**config.mk**
```make
export PLATFORM = sky130hd
export DESIGN_NAME = mcb_burst_sched
export DESIGN_NICKNAME = d
export VERILOG_FILES = /design/src/rtl/mcb_burst_sched.sv
export SDC_FILE = /design/constraint.sdc
export NUM_CORES = 1
export LEC_CHECK = 0
export ABC_AREA = 0
export CELL_PAD_IN_SITES_DETAIL_PLACEMENT = 1
export CELL_PAD_IN_SITES_GLOBAL_PLACEMENT = 1
export CORE_ASPECT_RATIO = 0.9
export CORE_UTILIZATION = 34
export DETAILED_ROUTE_END_ITERATION = 10
export GPL_ROUTABILITY_DRIVEN = 0
export HOLD_SLACK_MARGIN = 0.15
export PLACE_DENSITY = 0.81
export REMOVE_ABC_BUFFERS = 1
export SLEW_MARGIN = 20
export SYNTH_ARGS = -nofsm -noshare
export SYNTH_HDL_FRONTEND = slang
export SYNTH_SLANG_ARGS = --single-unit
```
**constraint.sdc**
```tcl
create_clock -name clock -period 9.3 [get_ports clock]
set_input_delay 1.86 -clock clock [delete_from_list [all_inputs] [get_ports clock]]
set_output_delay 1.86 -clock clock [all_outputs]
set_load 0.005 [all_outputs]
```
**src/rtl/mcb_burst_sched.sv**
```systemverilog
// rtl/mcb_burst_sched.sv - staging-BRAM <-> MCB p0 burst scheduler, write-priority
// Optional read-data watchdog built only when MCB_SCHED_TIMEOUT_EN is defined.
module mcb_burst_sched #(
    parameter int BURST_LEN   = 64,
    parameter int ADDR_W      = 23,
    parameter int BUF_AW      = 11,
    parameter int TIMEOUT_CYC = 1024
) (
    input  logic              clock,
    input  logic              reset,
    input  logic              calib_done,
    input  logic              wr_req,
    input  logic [ADDR_W-1:0] wr_addr,
    input  logic              rd_req,
    input  logic [ADDR_W-1:0] rd_addr,
    output logic              busy,
    output logic              done,
    output logic              overrun,
    output logic              timeout,
    output logic [BUF_AW-1:0] buf_addr,
    output logic              buf_en,
    output logic              buf_we,
    output logic [63:0]       buf_wdata,
    input  logic [63:0]       buf_rdata,
    output logic              cmd_en,
    output logic [2:0]        cmd_instr,
    output logic [5:0]        cmd_bl,
    output logic [29:0]       cmd_byte_addr,
    input  logic              cmd_full,
    output logic              wr_en,
    output logic [63:0]       wr_data,
    input  logic              wr_full,
    output logic              rd_en,
    input  logic [63:0]       rd_data,
    input  logic              rd_empty
);

    localparam int CNT_W = (BURST_LEN > 1) ? $clog2(BURST_LEN) : 1;
    localparam logic [CNT_W-1:0] CNT_LAST = CNT_W'(BURST_LEN - 1);

    typedef enum logic [2:0] {
        IDLE  = 3'd0,
        WRD   = 3'd1,
        WPUSH = 3'd2,
        WCMD  = 3'd3,
        RCMD  = 3'd4,
        RPOP  = 3'd5,
        RST   = 3'd6
    } state_t;

    state_t              state_q, state_d;
    logic                wr_pend_q, wr_pend_d;
    logic                rd_pend_q, rd_pend_d;
    logic [ADDR_W-1:0]   wr_addr_q, wr_addr_d;
    logic [ADDR_W-1:0]   rd_addr_q, rd_addr_d;
    logic [ADDR_W-1:0]   act_addr_q, act_addr_d;
    logic [CNT_W-1:0]    cnt_q, cnt_d;
    logic [BUF_AW-1:0]   buf_addr_q, buf_addr_d;
    logic [63:0]         buf_wdata_q, buf_wdata_d;
    logic [63:0]         wdata_hold_q, wdata_hold_d;
    logic                wfirst_q, wfirst_d;
    logic                done_q, done_d;
    logic                overrun_q, overrun_d;
    logic                wr_clr, rd_clr, wr_ovr, rd_ovr;

`ifdef MCB_SCHED_TIMEOUT_EN
    localparam int WD_W = $clog2(TIMEOUT_CYC + 1);
    logic [WD_W-1:0]     wd_q, wd_d;
    logic                timeout_q, timeout_d;
`endif

    always_ff @(posedge clock or posedge reset) begin
        if (reset) begin
            state_q      <= IDLE;
            wr_pend_q    <= 1'b0;
            rd_pend_q    <= 1'b0;
            wr_addr_q    <= '0;
            rd_addr_q    <= '0;
            act_addr_q   <= '0;
            cnt_q        <= '0;
            buf_addr_q   <= '0;
            buf_wdata_q  <= '0;
            wdata_hold_q <= '0;
            wfirst_q     <= 1'b0;
            done_q       <= 1'b0;
            overrun_q    <= 1'b0;
`ifdef MCB_SCHED_TIMEOUT_EN
            wd_q         <= '0;
            timeout_q    <= 1'b0;
`endif
        end else begin
            state_q      <= state_d;
            wr_pend_q    <= wr_pend_d;
            rd_pend_q    <= rd_pend_d;
            wr_addr_q    <= wr_addr_d;
            rd_addr_q    <= rd_addr_d;
            act_addr_q   <= act_addr_d;
            cnt_q        <= cnt_d;
            buf_addr_q   <= buf_addr_d;
            buf_wdata_q  <= buf_wdata_d;
            wdata_hold_q <= wdata_hold_d;
            wfirst_q     <= wfirst_d;
            done_q       <= done_d;
            overrun_q    <= overrun_d;
`ifdef MCB_SCHED_TIMEOUT_EN
            wd_q         <= wd_d;
            timeout_q    <= timeout_d;
`endif
        end
    end

    always_comb begin
        state_d       = state_q;
        act_addr_d    = act_addr_q;
        cnt_d         = cnt_q;
        buf_addr_d    = buf_addr_q;
        buf_wdata_d   = buf_wdata_q;
        wfirst_d      = 1'b0;
        done_d        = 1'b0;
        wr_clr        = 1'b0;
        rd_clr        = 1'b0;
        buf_en        = 1'b0;
        buf_we        = 1'b0;
        cmd_en        = 1'b0;
        cmd_instr     = 3'b000;
        cmd_byte_addr = '0;
        wr_en         = 1'b0;
        rd_en         = 1'b0;
`ifdef MCB_SCHED_TIMEOUT_EN
        wd_d          = '0;
        timeout_d     = timeout_q;
`endif

        case (state_q)
            IDLE: begin
                if (calib_done) begin
                    if (wr_pend_q) begin
                        wr_clr     = 1'b1;
                        state_d    = WRD;
                        cnt_d      = '0;
                        buf_addr_d = wr_addr_q[BUF_AW-1:0];
                        act_addr_d = wr_addr_q;
                    end else if (rd_pend_q) begin
                        rd_clr     = 1'b1;
                        state_d    = RCMD;
                        act_addr_d = rd_addr_q;
                    end
                end
            end
            WRD: begin
                buf_en   = 1'b1;
                wfirst_d = 1'b1;
                state_d  = WPUSH;
            end
            WPUSH: begin
                if (!wr_full) begin
                    wr_en      = 1'b1;
                    cnt_d      = cnt_q + CNT_W'(1);
                    buf_addr_d = buf_addr_q + BUF_AW'(1);
                    state_d    = (cnt_q == CNT_LAST) ? WCMD : WRD;
                end
            end
            WCMD: begin
                cmd_byte_addr = 30'({act_addr_q, 3'b000});
                if (!cmd_full) begin
                    cmd_en  = 1'b1;
                    done_d  = 1'b1;
                    state_d = IDLE;
                end
            end
            RCMD: begin
                cmd_instr     = 3'b001;
                cmd_byte_addr = 30'({act_addr_q, 3'b000});
                if (!cmd_full) begin
                    cmd_en     = 1'b1;
                    cnt_d      = '0;
                    buf_addr_d = act_addr_q[BUF_AW-1:0];
                    state_d    = RPOP;
                end
            end
            RPOP: begin
                if (!rd_empty) begin
                    rd_en       = 1'b1;
                    buf_wdata_d = rd_data;
                    state_d     = RST;
                end
`ifdef MCB_SCHED_TIMEOUT_EN
                // abandon the burst; remaining words never reach the BRAM
                else if (wd_q == WD_W'(TIMEOUT_CYC - 1)) begin
                    timeout_d = 1'b1;
                    done_d    = 1'b1;
                    state_d   = IDLE;
                end else begin
                    wd_d = wd_q + WD_W'(1);
                end
`endif
            end
            RST: begin
                buf_en     = 1'b1;
                buf_we     = 1'b1;
                cnt_d      = cnt_q + CNT_W'(1);
                buf_addr_d = buf_addr_q + BUF_AW'(1);
                if (cnt_q == CNT_LAST) begin
                    done_d  = 1'b1;
                    state_d = IDLE;
                end else begin
                    state_d = RPOP;
                end
            end
            default: state_d = IDLE;
        endcase

        // a request landing on the cycle its flag clears is a fresh request
        wr_ovr       = wr_req & wr_pend_q & ~wr_clr;
        rd_ovr       = rd_req & rd_pend_q & ~rd_clr;
        wr_pend_d    = (wr_pend_q & ~wr_clr) | wr_req;
        rd_pend_d    = (rd_pend_q & ~rd_clr) | rd_req;
        wr_addr_d    = (wr_req & ~wr_ovr) ? wr_addr : wr_addr_q;
        rd_addr_d    = (rd_req & ~rd_ovr) ? rd_addr : rd_addr_q;
        overrun_d    = overrun_q | wr_ovr | rd_ovr;
        wdata_hold_d = wfirst_q ? buf_rdata : wdata_hold_q;
    end

    // BRAM data is live only in the first WPUSH cycle; the hold copy covers wr_full stalls
    assign wr_data   = wfirst_q ? buf_rdata : wdata_hold_q;
    assign buf_addr  = buf_addr_q;
    assign buf_wdata = buf_wdata_q;
    assign cmd_bl    = 6'(BURST_LEN - 1);
    assign done      = done_q;
    assign overrun   = overrun_q;
    assign busy      = (state_q != IDLE) | wr_pend_q | rd_pend_q;

`ifdef MCB_SCHED_TIMEOUT_EN
    assign timeout = timeout_q;
`else
    assign timeout = 1'b0;
`endif

endmodule

```
==> results of run 1 <==
-- state kept, by name, summed over array words and instances, names as in the netlist, 3 cells and up --
register      count
wdata_hold_q     64
rd_addr_q        23
buf_addr         11
buf_wdata        64
state_q           3
act_addr_q       23
wr_addr_q        23
cnt_q             6
-- cell type report --
cell class / instances / area (um^2)
inverter: 13 / 56.3
tap: 354 / 443
clock buffer: 35 / 744
timing repair buffer: 362 / 3620
sequential: 222 / 5560
antenna: 1 / 2.50
fill: 2793 / 13100
multi-input combinational: 445 / 3690
clock inverter: 12 / 174
-- Yosys cell counts, types with 8 or more instances --
master	n	share of area
and2_1	27	0.018
dfrtp_1	222	0.58
buf_2	8	0.0042
nand2_1	24	0.0094
o21ai_0	24	0.013
a21oi_1	29	0.015
clkbuf_1	21	0.0082
mux2i_1	23	0.024
inv_1	13	0.0051
nand3_1	8	0.0042
nor2_1	39	0.015
mux2_4	20	0.031
buf_4	21	0.016
mux2_2	156	0.18
-- worst max-delay path by stage --
stage	start	to	slack (ps)	depth (start not counted)
floorplan	rd_empty	rd_en	850	1
global placement	rd_empty	rd_en	4040	3
detailed placement	rd_empty	rd_en	4080	3
CTS	rd_empty	rd_en	4060	3
global route	rd_empty	rd_en	4050	3
finish	rd_empty	rd_en	4130	3
-- power by group --
group / switching, uW / internal [uW]
clock: 412 / 671
combinational: 865 / 1290
sequential: 268 / 1420
-- worst max-delay path, delay by kind of cell --
family,cells,cell delay [ps]
AND/OR/NAND/NOR,1,330
buffers and inverters,2,1120
-- cell families after synthesis --
family	share of synthesized area
multiplexers	0.238
other	0.000783
adder cells (fa/ha/maj)	0.00261
AO/OA/AOI/OAI	0.0583
flip-flops	0.579
AND/OR/NAND/NOR	0.0770
buffers and inverters	0.0436
-- stage by stage --
step / hold slack [ps] / setup WS [ps]
5_1_grt: 513 / 4050
3_5_place_dp: 483 / 4080
4_1_cts: 497 / 4060
2_1_floorplan: 467 / 848
3_3_place_gp: 470 / 4040
6_report: 494 / 4130
-- per-layer routing --
| metal | vias up | wire length, um | GRT usage |
|---|---|---|---|
| met5 | - | 12 | 0 |
| met4 | 2 | 886 | 0.0632 |
| met3 | 54 | 2710 | 0.0666 |
| met2 | 243 | 15800 | 0.379 |
| met1 | 3630 | 11300 | 0.242 |
| li1 | 3211 | - | - |
==> flow_metrics.tcl, run 1 <==
set metrics [dict create \
    synth-seq-cells 222 \
    first_pass_iters 7 \
    antenna_found_initial 2 \
    period_share 0.556 \
    utilization 0.522 \
    cp.arrival_ps 3310 \
    path_clk_slew_ps 60 \
    slew_viol_final 0 \
    place_area_mm2 0.0133 \
    cp_common_cell "clkdlybuf4s50_1" \
    post-cts-setup-buffers 0 \
    cts_buffer_depth 3 \
    grt_max_degree 80 \
    regToRegStartpoint "wr_pend_q" \
    viasPerCell 4.94 \
    status "complete, but fails checks" \
    layout-drive-gt1-share 0.225 \
    p_per_area_mw_per_mm2 345 \
    path_class "in2out" \
    tns_ps 0 \
    slowest_stage "clkdlybuf4s50_1" \
    cts_sinks 222 \
    final_common_cell "clkdlybuf4s50_1" \
    ff2ff_path_depth 4 \
    dpl.hpwl_um 21100 \
    finalInstanceArea_mm2 0.0143 \
    htree_levels 1 \
    grt_pass1_wl_um 47100 \
    critical_path.endpoint_type "output pin" \
    whs_endpoint "wdata_hold_q[28]" \
    grt_pass1_vias 8004 \
    synthCells 724 \
    post-route-min-period_ps 5170 \
    fin_total_pwr_uw 4940 \
    wl_per_cell_um 21.3 \
    cts-hold-fix-buffers 0 \
    cp_cell_sequence "clkdlybuf4s50_1, nor3b_2, clkdlybuf4s50_1" \
    ctsResizeCount 0 \
    setup_viol_count_final 0 \
    p_leak_uw 0.00615 \
    fmax_ghz 0.193 \
    postRouteAntennaNets 0 \
    nNetsFinal 1254 \
    core_mm2 0.0274 \
    seq_area_frac_synth 0.579 \
    fin_skew_ps 19.9 \
    final_hold_viol_count 0 \
    initial_core_util 0.350 \
    critPathRequiredTime_ps 7440 \
    drc 38 \
    port_buffers 352 \
    rows 57 \
    finalNonFillerCells 1444 \
    chipHeight_um 161 \
    root_buffer "clkbuf_16" \
    tritoncts "built" \
    final_cell_mix "clkdlybuf4s50_1 (352), dfrtp_1 (220), mux2_2 (156)" \
    grt_use_total 0.213 \
    async_reset_ff_frac 1.00 \
    clk_latency_ps 530 \
    maxCapViolCount 0 \
    min_path_type "reg2reg" \
    slew_headroom 0.330 \
    violations "design-rule violations" \
    slowest_delay_ps 650 \
    tightest_slew_ps 1000 \
    critical_path.max_fanout 3 \
    finalWirelength_um 30700 \
    rsz0062_at_grt "false" \
    numCtsBuffers 26 \
    dieArea_mm2 0.0289 \
    drt-initial-drc-count 341 \
    dieWidth_um 179 \
    grt_overflow 0 \
    syn_to_final_growth_pct 49.0 \
    io_pins 369 \
    synth-edff-count 0 \
    reg2reg_to "buf_addr[1]" \
    syn_area_mm2 0.00959 \
    vias 7140 \
    yosysWarnings 0 \
    startpoint_type "primary input" \
    whs_path_depth 1 \
    ys_types 57 \
    synthFlopType "dfrtp_1" \
    irDropWorstVdd_uv 149 \
    dp.cells 1395 \
    rrSetupSlack_ps 6610 \
    synth.avg_cell_area_um2 13.2 \
    hp-start "wdata_hold_q[28]" \
]
Note: power is estimated with default switching activity, not from simulation.
==> run 2: changes to the inputs <==
==> constraint.sdc (replaced) <==
create_clock -name clock -period 4.93 [get_ports clock]
set_input_delay 0.986 -clock clock [delete_from_list [all_inputs] [get_ports clock]]
set_output_delay 0.986 -clock clock [all_outputs]
set_load 0.005 [all_outputs]
==> flow_metrics.tcl, run 2 (synthesized netlist as in run 1, its figures left out) <==
set metrics [dict create \
    status "complete, but fails checks" \
    violations "design-rule violations" \
    critical_path.max_fanout 27 \
    viasPerCell 4.92 \
    path_clk_slew_ps 60 \
    irDropWorstVdd_uv 357 \
    slowest_delay_ps 700 \
    place_area_mm2 0.0134 \
    final_cell_mix "clkdlybuf4s50_1 (352), dfrtp_1 (220), mux2_2 (156)" \
    fmax_ghz 0.246 \
    whs_path_depth 1 \
    slew_headroom 0.338 \
    use_met2 0.365 \
    grt_pass1_wl_um 46600 \
    p_leak_uw 0.00613 \
    grt_pass1_vias 7797 \
    period_share 0.826 \
    core_mm2 0.0274 \
    rsz0062_at_grt "false" \
    ctsResizeCount 0 \
    grt_util_met1 0.252 \
    dieArea_mm2 0.0289 \
    antenna_found_initial 0 \
    final_hold_viol_count 0 \
    p_switching_uw 2900 \
    tritoncts "built" \
    finalInstanceArea_mm2 0.0143 \
    nNetsFinal 1255 \
    cts_sinks 222 \
    p_int_uw 6330 \
    vias 7096 \
    finalWorstSetupSlack_ps 857 \
    use_met3 0.0541 \
    cp_cell_sequence "inv_1, nand2_1, o22ai_2, buf_4, and2_1, clkdlybuf4s50_1" \
    drc 38 \
    p_clk_frac 0.216 \
    clk_latency_ps 530 \
    tns_ps 0 \
    grt_max_degree 137 \
    ff2ff_path_depth 4 \
    insertedDiodeCount 0 \
    initial_core_util 0.350 \
    dieWidth_um 179 \
    utilization 0.521 \
    syn_to_final_growth_pct 48.7 \
    fin_skew_ps 25.3 \
    port_buffers 352 \
    critical_path.endpoint_type "output pin" \
    dpl.hpwl_um 21600 \
    whs_endpoint "wdata_hold_q[7]" \
    min_path_type "reg2reg" \
    p_seq_frac 0.356 \
    cp.arrival_ps 3090 \
    htree_levels 1 \
    finalWirelength_um 30500 \
    chipHeight_um 161 \
    hp-start "wdata_hold_q[7]" \
    regToRegStartpoint "state_q[0]" \
    setup_viol_count_final 0 \
    reg2reg_to "buf_wdata[15]" \
    p_per_area_mw_per_mm2 647 \
    rrSetupSlack_ps 1920 \
    io_pins 369 \
    wl_per_cell_um 21.1 \
    rows 57 \
    startpoint_type "register" \
    tightest_slew_ps 994 \
    drt-initial-drc-count 234 \
    numCtsBuffers 26 \
    grt_overflow 0 \
    switching_share 0.314 \
    pwr-share-comb 0.429 \
    grt_use_total 0.210 \
    post-route-min-period_ps 4070 \
    slowest_stage "dfrtp_1" \
    first_pass_iters 7 \
    busiest_layer "met2" \
    final_common_cell "clkdlybuf4s50_1" \
    hold_slack_ps 494 \
    critPathRequiredTime_ps 3940 \
    cts_buffer_depth 3 \
    postRouteAntennaNets 0 \
    root_buffer "clkbuf_16" \
    slew_viol_final 0 \
    dp_slack_ps 1390 \
    path_buf_inv 3 \
    layout-drive-gt1-share 0.222 \
    crit_family "buffers and inverters" \
    maxCapViolCount 0 \
    path_class "reg2out" \
    cts-hold-fix-buffers 0 \
    post-cts-setup-buffers 0 \
]
run 2: changes by cell type in the layout (fill, tap and decap cells not counted):
cell	delta
buf_16	+1
clkinv_8	-1
clkbuf_1	+3
clkbuf_8	+1
buf_6	-1
buf_8	-1
clkinvlp_4	-1
buf_4	+2
bufinv_16	-2
clkbuf_16	+1
diode_2	-1
clkinv_4	+1
clkinv_2	-3
run 2: per-layer routing:
layer	vias to the layer above	routed length [um]
li1	3212	-
met1	3585	12000
met2	248	15200
met3	51	2370
met4	0	939
met5	-	0
run 2: how the worst max path moves through the flow:
stage                                   end  cells after the start        from
after floorplan               act_addr_q[0]                      1       reset
after global placement                rd_en                      3    rd_empty
after detailed placement  cmd_byte_addr[20]                      6  state_q[0]
after CTS                 cmd_byte_addr[20]                      6  state_q[0]
after global routing      cmd_byte_addr[25]                      6  state_q[0]
final                     cmd_byte_addr[20]                      6  state_q[0]
run 2: worst register-to-register path, cell delays in order (launching register included):
cell and delay (ps):
dfrtp_1 890, or2b_1 350, nor3b_2 450, buf_4 730, mux2_2 480
run 2: final cells by class:
| class | count | area [um^2] |
|---|---|---|
| Clock buffer | 40 | 795 |
| Multi-Input combinational cell | 445 | 3690 |
| Fill cell | 2792 | 13100 |
| Timing Repair Buffer | 363 | 3640 |
| Inverter | 13 | 56.3 |
| Clock inverter | 6 | 83.8 |
| Sequential cell | 222 | 5560 |
| Tap cell | 354 | 443 |
run 2: power groups by stage:
stage	clock [uW]	sequential, uW	combinational (uW)
3_5_place_dp	0	3310	3960
4_1_cts	2040	3290	4000
6_report	1990	3280	3950
2_1_floorplan	0	3200	1770
5_1_grt	2100	3400	4270
3_3_place_gp	0	3240	3830
run 2: per-stage QoR:
| step | std cells | power [uW] |
|---|---|---|
| 2_1_floorplan | 680 | 4970 |
| 3_3_place_gp | 1396 | 7070 |
| 3_5_place_dp | 1396 | 7270 |
| 4_1_cts | 1442 | 9330 |
| 5_1_grt | 1443 | 9770 |
| 6_report | 1443 | 9220 |
